[config.mk]
export PLATFORM = sky130hd
export DESIGN_NAME = cache_control
export DESIGN_NICKNAME = d
export VERILOG_FILES = /design/src/rtl/cache_types_pkg.sv /design/src/rtl/cache_control.sv
export SDC_FILE = /design/constraint.sdc
export NUM_CORES = 1
export LEC_CHECK = 0
export ABC_AREA = 0
export CORE_AREA = 3 3 40 42
export DETAILED_ROUTE_END_ITERATION = 16
export DIE_AREA = 0 0 43 45
export GPL_TIMING_DRIVEN = 0
export PLACE_DENSITY = 0.66
export SETUP_SLACK_MARGIN = 0.3
export SYNTH_ARGS = -nofsm -noshare
export SYNTH_HDL_FRONTEND = slang
export SYNTH_SLANG_ARGS = --single-unit
[constraint.sdc]
create_clock -name clk -period 3.5 [get_ports clk]
set_input_delay 0.875 -clock clk [delete_from_list [all_inputs] [get_ports clk]]
set_output_delay 0.875 -clock clk [all_outputs]
set_load 0.05 [all_outputs]
[src/rtl/cache_types_pkg.sv]
// Shared types for the L1 cache sequencing FSM.
// Holds the controller state encoding and the datapath mux select encodings.
// Imported by cache_control and by anything that decodes its select outputs.
package cache_types_pkg;

  typedef enum logic [1:0] {
    IDLE      = 2'd0,
    WRITEBACK = 2'd1,
    FETCH     = 2'd2
  } cache_state_t;

  // data array write source
  localparam logic DSEL_CPU  = 1'b0;
  localparam logic DSEL_PMEM = 1'b1;

  // physical memory address source
  localparam logic PADDR_CPU    = 1'b0;
  localparam logic PADDR_VICTIM = 1'b1;

endpackage

[src/rtl/cache_control.sv]
// Sequencing FSM for a 2-way set-associative L1 cache: hits, writeback of dirty victims, line fills.
// Latency: hit completes the same cycle; miss costs the pmem transfer cycles plus one re-evaluation cycle.
// Backpressure: the CPU holds its request until mem_resp; pmem strobes are held until pmem_resp.
module cache_control
  import cache_types_pkg::*;
(
  input  logic clk,
  input  logic rst,
  input  logic mem_read,
  input  logic mem_write,
  output logic mem_resp,
  input  logic hit,
  input  logic hit_way,
  input  logic dirty,
  input  logic update_way,
  output logic pmem_read,
  output logic pmem_write,
  input  logic pmem_resp,
  output logic way_sel,
  output logic load_data,
  output logic data_sel,
  output logic load_tag,
  output logic load_valid,
  output logic load_dirty,
  output logic dirty_in,
  output logic load_lru,
  output logic lru_in,
  output logic pmem_addr_sel
);

  cache_state_t state;
  cache_state_t next_state;
  logic         victim_way;
  logic         req;
  logic         miss_start;

  assign req        = mem_read | mem_write;
  assign miss_start = (state == IDLE) && req && !hit;

  // State register; a reset mid-miss abandons the transfer.
  always_ff @(posedge clk) begin
    if (rst) begin
      state <= IDLE;
    end else begin
      state <= next_state;
    end
  end

  // Victim way is frozen when the miss starts so later update_way changes cannot redirect the fill.
  always_ff @(posedge clk) begin
    if (rst) begin
      victim_way <= 1'b0;
    end else if (miss_start) begin
      victim_way <= update_way;
    end
  end

  // Next-state: dirty misses write back before fetching; a fill returns to IDLE to re-evaluate as a hit.
  always_comb begin
    next_state = state;
    case (state)
      IDLE:      if (miss_start) next_state = dirty ? WRITEBACK : FETCH;
      WRITEBACK: if (pmem_resp)  next_state = FETCH;
      FETCH:     if (pmem_resp)  next_state = IDLE;
      default:   next_state = IDLE;
    endcase
  end

  // Output decode; the hit path also performs the LRU update and write merge after a fill.
  always_comb begin
    mem_resp      = 1'b0;
    pmem_read     = 1'b0;
    pmem_write    = 1'b0;
    way_sel       = 1'b0;
    load_data     = 1'b0;
    data_sel      = DSEL_CPU;
    load_tag      = 1'b0;
    load_valid    = 1'b0;
    load_dirty    = 1'b0;
    dirty_in      = 1'b0;
    load_lru      = 1'b0;
    lru_in        = 1'b0;
    pmem_addr_sel = PADDR_CPU;
    case (state)
      IDLE: begin
        if (req && hit) begin
          mem_resp = 1'b1;
          way_sel  = hit_way;
          load_lru = 1'b1;
          lru_in   = ~hit_way;
          // read+write together is treated as a write
          if (mem_write) begin
            load_data  = 1'b1;
            data_sel   = DSEL_CPU;
            load_dirty = 1'b1;
            dirty_in   = 1'b1;
          end
        end
      end
      WRITEBACK: begin
        pmem_write    = 1'b1;
        pmem_addr_sel = PADDR_VICTIM;
        way_sel       = victim_way;
      end
      FETCH: begin
        pmem_read     = 1'b1;
        pmem_addr_sel = PADDR_CPU;
        way_sel       = victim_way;
        if (pmem_resp) begin
          load_data  = 1'b1;
          data_sel   = DSEL_PMEM;
          load_tag   = 1'b1;
          load_valid = 1'b1;
          load_dirty = 1'b1;
          dirty_in   = 1'b0;
        end
      end
      default: begin
      end
    endcase
  end

endmodule
==> results <==
## area by class of cell
type	instances	share of cell area, %
multi-input cells	27	37.7
repair buffers	21	33.6
flip-flops and latches	3	10.8
plain buffers	6	7.67
clock buffers	4	4.74
well taps	15	3.39
inverters	3	2.03
## sequential cells by signal (all words and copies together) (netlist names)
name	count
state	2
victim_way	1
## logic make-up after synthesis
| family | after synthesis | share of synthesized area [%] |
|---|---|---|
| flip-flops | 3 | 18.6 |
| adder cells (fa/ha/maj) | 4 | 15.5 |
| AO/OA/AOI/OAI | 11 | 25.2 |
| buffers and inverters | 9 | 16.7 |
| AND/OR/NAND/NOR | 12 | 24.0 |
## layout by cell type (no fill, tap or decap)
master	instances
and2_2	1
nor2_1	2
nand2_1	1
nand3_1	2
o21ai_0	1
or2_1	1
or2b_1	1
clkbuf_4	3
clkdlybuf4s50_1	11
o211a_1	2
dfxtp_1	3
clkbuf_1	1
inv_1	3
nor2b_1	1
ha_1	4
and3_4	1
a22oi_1	1
a31oi_1	1
clkbuf_2	4
a21oi_1	3
o21ba_1	1
dlygate4sd2_1	7
nand4b_1	2
o21bai_1	1
o21ba_2	1
buf_4	5
## report_power, final
group | switching (W) | internal, W | leakage, nW
sequential | 0.00000436 | 0.0000390 | 0.0246
combinational | 0.000107 | 0.0000591 | 0.250
clock | 0.0000170 | 0.0000427 | 0.0150
total | 0.000128 | 0.000141 | 0.289
## per-stage QoR
step / power (W) / utilization (%) / instances / setup slack [ns] / hold slack (ns)
5_1_grt: 0.000289 / 43.1 / 79 / 0.305 / 0.546
6_report: 0.000269 / 43.1 / 79 / 0.379 / 0.503
3_3_place_gp: 0.000223 / 42.9 / 75 / 0.00976 / 0.481
2_1_floorplan: 0.000169 / - / 39 / 0.508 / 0.448
4_1_cts: 0.000276 / 44.0 / 79 / 0.305 / 0.505
3_5_place_dp: 0.000223 / 42.9 / 75 / 0.0384 / 0.499
## metal layers
layer	global-route usage (%)	wire (um)	up-vias
met2	14.7	391	12
li1	-	-	182
met5	0	0	-
met1	11.3	311	149
met3	2.79	58	0
met4	5.42	0	0
## worst register-to-register path, stage by stage, from the launching register on
cell and delay [ns]:
dfxtp_1 0.39, inv_1 0.09, ha_1 0.24, o21ba_1 0.22, nand4b_1 0.16, a31oi_1 0.19
## how the worst max path moves through the flow
stage / depth (start not counted) / startpoint / end
after floorplan: 3 / mem_write / way_sel
after global placement: 5 / mem_write / way_sel
after detailed placement: 5 / mem_write / way_sel
after CTS: 5 / mem_write / way_sel
after global routing: 4 / mem_write / mem_resp
final: 4 / mem_write / mem_resp
## timing repair
action,4_1_cts,5_1_grt
setup endpoints to repair,10,3
pin swaps,0,0
gates resized for setup,10,6
==> flow_summary.json <==
{
  "synth.distinct_cells": 22,
  "power_density_nw_per_um2": 486,
  "crit_arrival_ns": 2.25,
  "antenna_found_initial": 0,
  "worst_ep_required_time_ns": 2.62,
  "die-area_sq_um": 1940,
  "die_y_um": 45,
  "insertion_delay_ns": 0.23,
  "overflow": 0,
  "status": "complete, no violations",
  "reg2reg_slack_ns": 2.13,
  "path_class": "primary input to output pin",
  "multi_input_area_sq_um": 209,
  "clkSinkCount": 3,
  "rr_startpoint": "state[0]",
  "drtIter0Drc": 4,
  "hold_depth": 2,
  "tritoncts": "yes",
  "seqCellArea_sq_um": 60.1,
  "clock-root-buffer": "clkbuf_4",
  "ant_nets": 0,
  "numPortBuffers": 21,
  "post_drt_wl_per_cell_um": 9.65,
  "slowest_stage": "clkdlybuf4s50_1",
  "hold_violations": 0,
  "drv_cap": 0,
  "hold_path.class": "register to register",
  "worst_slew_pin_slew_ns": 0.490,
  "synth_seq_cells": 3,
  "crit_path_cell_trace": "clkdlybuf4s50_1, o211a_1, buf_4, dlygate4sd2_1",
  "min_to": "victim_way",
  "yosysMostFrequentCell": "buf_4",
  "initial_core_util_pct": 25.1,
  "max_freq_mhz": 320,
  "finalNetCount": 78,
  "ctsHtreeMaxLevel": 1,
  "viasPerCell": 4.34,
  "drive_gt1_share_pct": 23.4,
  "fp-row-count": 13,
  "endpoint_kind": "output pin",
  "max_stage_delay_ns": 0.52,
  "grt_pass1_wl_mm": 1.36,
  "postCtsHoldBufs": 0,
  "grt_max_degree": 9,
  "grt_pass1_vias": 326,
  "numCtsBuffers": 3,
  "critPathTopFamily": "buffers and inverters",
  "period_share_pct": 89.2,
  "yosys_warnings": 0,
  "clockBufferDepth": 2,
  "core_sq_um": 1280,
  "setup_viol": 0,
  "place_congestion": 0.677,
  "yosysTopAreaCell": "dfxtp_1",
  "yosysSeqAreaShare_pct": 18.6,
  "placed_area_sq_um": 552,
  "synth.avg_cell_area_sq_um": 8.28,
  "area_delta_synth_final_pct": 71.7,
  "synth_edf_count": 0,
  "fin_area_sq_um": 554,
  "r2r_cells": 5,
  "rsz0062_at_grt": "no",
  "post_cts_buffers": 0,
  "setup-tns-final_ns": 0,
  "synthesis.nets": 52,
  "mappedNetlistArea_sq_um": 323,
  "finalClockSkew_ns": 0.000223,
  "min-delay-start": "victim_way",
  "synth_area_leaders": "dfxtp_1 19%, ha_1 16%, buf_4 12%",
  "yosys.area.top_type_share_pct": 18.6,
  "power.leakage_nw": 0.289,
  "r2r_end": "state[0]",
  "path_buf_inv": 3,
  "filler_cell_count": 147,
  "drcViolationCount": 0,
  "io_pins": 22,
  "grt_use_total_pct": 9.32,
  "diodes": 0,
  "finalMaxSlewViolations": 0,
  "drtPass1Iterations": 2,
  "relSlewSlack_pct": 67.3,
  "ir_drop_uv": 210,
  "dp_hpwl_um": 637,
  "die_w_um": 43,
  "synth_common_cells": "5 x buf_4, 4 x ha_1, 3 x a21oi_1, 3 x dfxtp_1, 3 x inv_1",
  "async_flop_share_pct": 0,
  "vias": 343,
  "fin_crit_ns": 3.12,
  "syn_inst": 39,
  "ys.flop_type": "dfxtp_1",
  "critPathMaxFanout": 4,
  "drt_wl_total_um": 762,
  "critPathLaunchType": "primary input",
  "path_clk_slew_ns": 0.04
}
No activity file was read; power rests on OpenSTA's default activity.
==> RTL edit, RTL diff (config.mk and constraints unchanged) <==
The 3 states of `cache_state_t` get a one-hot encoding in 3 bits.
--- a/src/rtl/cache_types_pkg.sv
+++ b/src/rtl/cache_types_pkg.sv
@@ -3,10 +3,10 @@
 // Imported by cache_control and by anything that decodes its select outputs.
 package cache_types_pkg;
 
-  typedef enum logic [1:0] {
-    IDLE      = 2'd0,
-    WRITEBACK = 2'd1,
-    FETCH     = 2'd2
+  typedef enum logic [2:0] {
+    IDLE      = 3'b001,
+    WRITEBACK = 3'b010,
+    FETCH     = 3'b100
   } cache_state_t;
 
   // data array write source
Formal check against the unedited RTL: same outputs for any inputs over 10 cycles, from zero or initial values and one cycle with rst high; not proved beyond that.
==> RTL edit against the original RTL <==
- critical path depth unchanged
- via count unchanged
- synthesized area down 2.7%
- sequential cell count up 1
- routed wire length down 5.4%
- final area up 1.4%
- core utilization up 0.58 points
- synthesized cell count down 2.6%
- setup slack better by 24 ps
- critical path type unchanged
- largest cell class unchanged
- highest routed layer unchanged
Power is not compared: it rests on default switching activity, and its combinational part moved more than twofold at a synthesized area within 25%.
==> RTL edit: results (changes against the original RTL) <==
* Synth warn at 0 (unchanged)
* Worst Path Max Fanout at 4 (unchanged)
* Fraction of registers with async set/reset at 0% (unchanged)
* Detailed Route Iter0 Violations at 6 (was 4)
* Largest net degree at the start of global routing at 7 (was 9)
* Clock latency on the worst-skew pair at 230 ps (about the same)
* Worst VDD drop at 0.0002140 V
* Clock transition at the registers of the reported paths at 40 ps (about the same)
* CTS buffer count at 3 (unchanged)
* Post-CTS Hold Fix Bufs at 0 (unchanged)
* Top Registers: state x3, victim_way x1 (was state x2, victim_way x1)
* Fmax at 0.3230 GHz (was 0.3204 GHz)
* Sequential area share after synthesis at 25.50% (was 18.60%)
* GR met1 Demand/Resource at 9.856% (was 11.30%)
* CTS resizes at 10 (unchanged)
* Detailed Routing Iterations Pass 1 at 2 (unchanged)
* Synth unique cells at 23 (was 22)
* Root buffer cell: clkbuf_4 (unchanged)
* Fin. max-slew vios at 0 (unchanged)
* Layout cell share with drive strength beyond 1 at 22.58% (was 23.44%)
* Vias per cell at 4.455 (was 4.342)
* Max clock buf depth at 2 (unchanged)
* Post-CTS setup buffers at 0 (unchanged)
* GRT Overall Usage at 7.488% (was 9.318%)
* Port bufs at 21 (unchanged)
* GP Congestion at 0.7563 (was 0.6769)
* Lkg Pwr at 0.0002651 uW
* Worst Hold Class: register to register (unchanged)
* Fin. Hold Viols at 0 (unchanged)
* GR Util met2 at 10.18% (was 14.67%)
* Met3 usage in global routing at 2.390% (was 2.789%)
* Synthesized Nets at 47 (was 52)
* Worst-margin pin slew at 495.8 ps (was 489.5 ps)
* First-pass GRT wire length at 1.097 mm (was 1.359 mm)
* H-Tree Depth at 1 (unchanged)
* Synth cell count leaders: buf_4 (5), inv_1 (5), dfxtp_1 (4) (was buf_4 (5), ha_1 (4), a21oi_1 (3), dfxtp_1 (3), inv_1 (3))
* Top post-synthesis cells by area: dfxtp_1 (25%), buf_4 (12%), nor3b_2 (8.0%) (was dfxtp_1 (19%), ha_1 (16%), buf_4 (12%))
* Hpwl dp at 602.3 microns (was 636.6 microns)
* Drt wl/cell at 9.364 microns (was 9.646 microns)
* Status: completed (unchanged)
* # diodes at 0 (unchanged)
* Number of remaining DRC errors at 0 (unchanged)
* Vias in the first global route at 281 (was 326)
* Fin Clk Skew at 1.332 ps (was 0.2228 ps)
* Final nets at 73 (was 78)
* Most used DFF post-synth: dfxtp_1 (unchanged)
* Worst EP arrival at 2220 ps (was 2250 ps)
* Initial antenna violation count at 0 (unchanged)
RTL edit: stage by stage:
stage          hold slack (ps)  total power [uW]  worst slack [ps]  cells  instance area, sq um
5_1_grt                  519.7             191.2             308.6     77                 561.8
3_5_place_dp             471.3             129.5             4.997     74                 554.3
4_1_cts                  482.4             183.9             284.9     77                 564.3
2_1_floorplan            442.2             101.5             349.2     38                 325.3
6_report                 477.5             178.4             403.6     77                 561.8
3_3_place_gp             475.0             129.3             9.737     74                 554.3
RTL edit: report_power, final:
group          total (uW)  switching (uW)  internal [uW]
Combinational        69.8            42.0           27.9
Sequential           53.1            4.23           48.9
Clock                55.4            17.2           38.2
Total                 178            63.4            115
RTL edit: path summary, 6_finish.rpt:
kind,slack [ps],to,cells after the start,start
max,400,load_data,4,pmem_resp
min,480,victim_way,1,victim_way
max reg2reg,2150,state[2],3,state[0]
min reg2reg,480,victim_way,1,victim_way
RTL edit: cell families (layout without fill, tap and decap cells):
group           after synthesis  count (layout)  synth area share, %
simple gates                 15              15                33.47
buf+inv                      10              34                17.93
compound gates                9               9                23.11
flops                         4               4                25.50
RTL edit: area by class of cell:
cell class                 instances  area (sq um)
fill                             139         723.2
timing repair buffer              21         195.2
buffer                             5         37.54
tap                               15         18.77
sequential                         4         80.08
multi-input combinational         24         188.9
clock buffer                       3         22.52
inverter                           5         18.77
RTL edit: critical path: stages:
cell	delay, ps
clkdlybuf4s50_1	460
and2_1	190
or2_1	240
clkdlybuf4s15_1	450
RTL edit: metal layers:
metal	part of all wire (%)	vias up
met5	0	-
met4	0	0
met3	11	0
met2	42	16
met1	47	141
li1	-	186
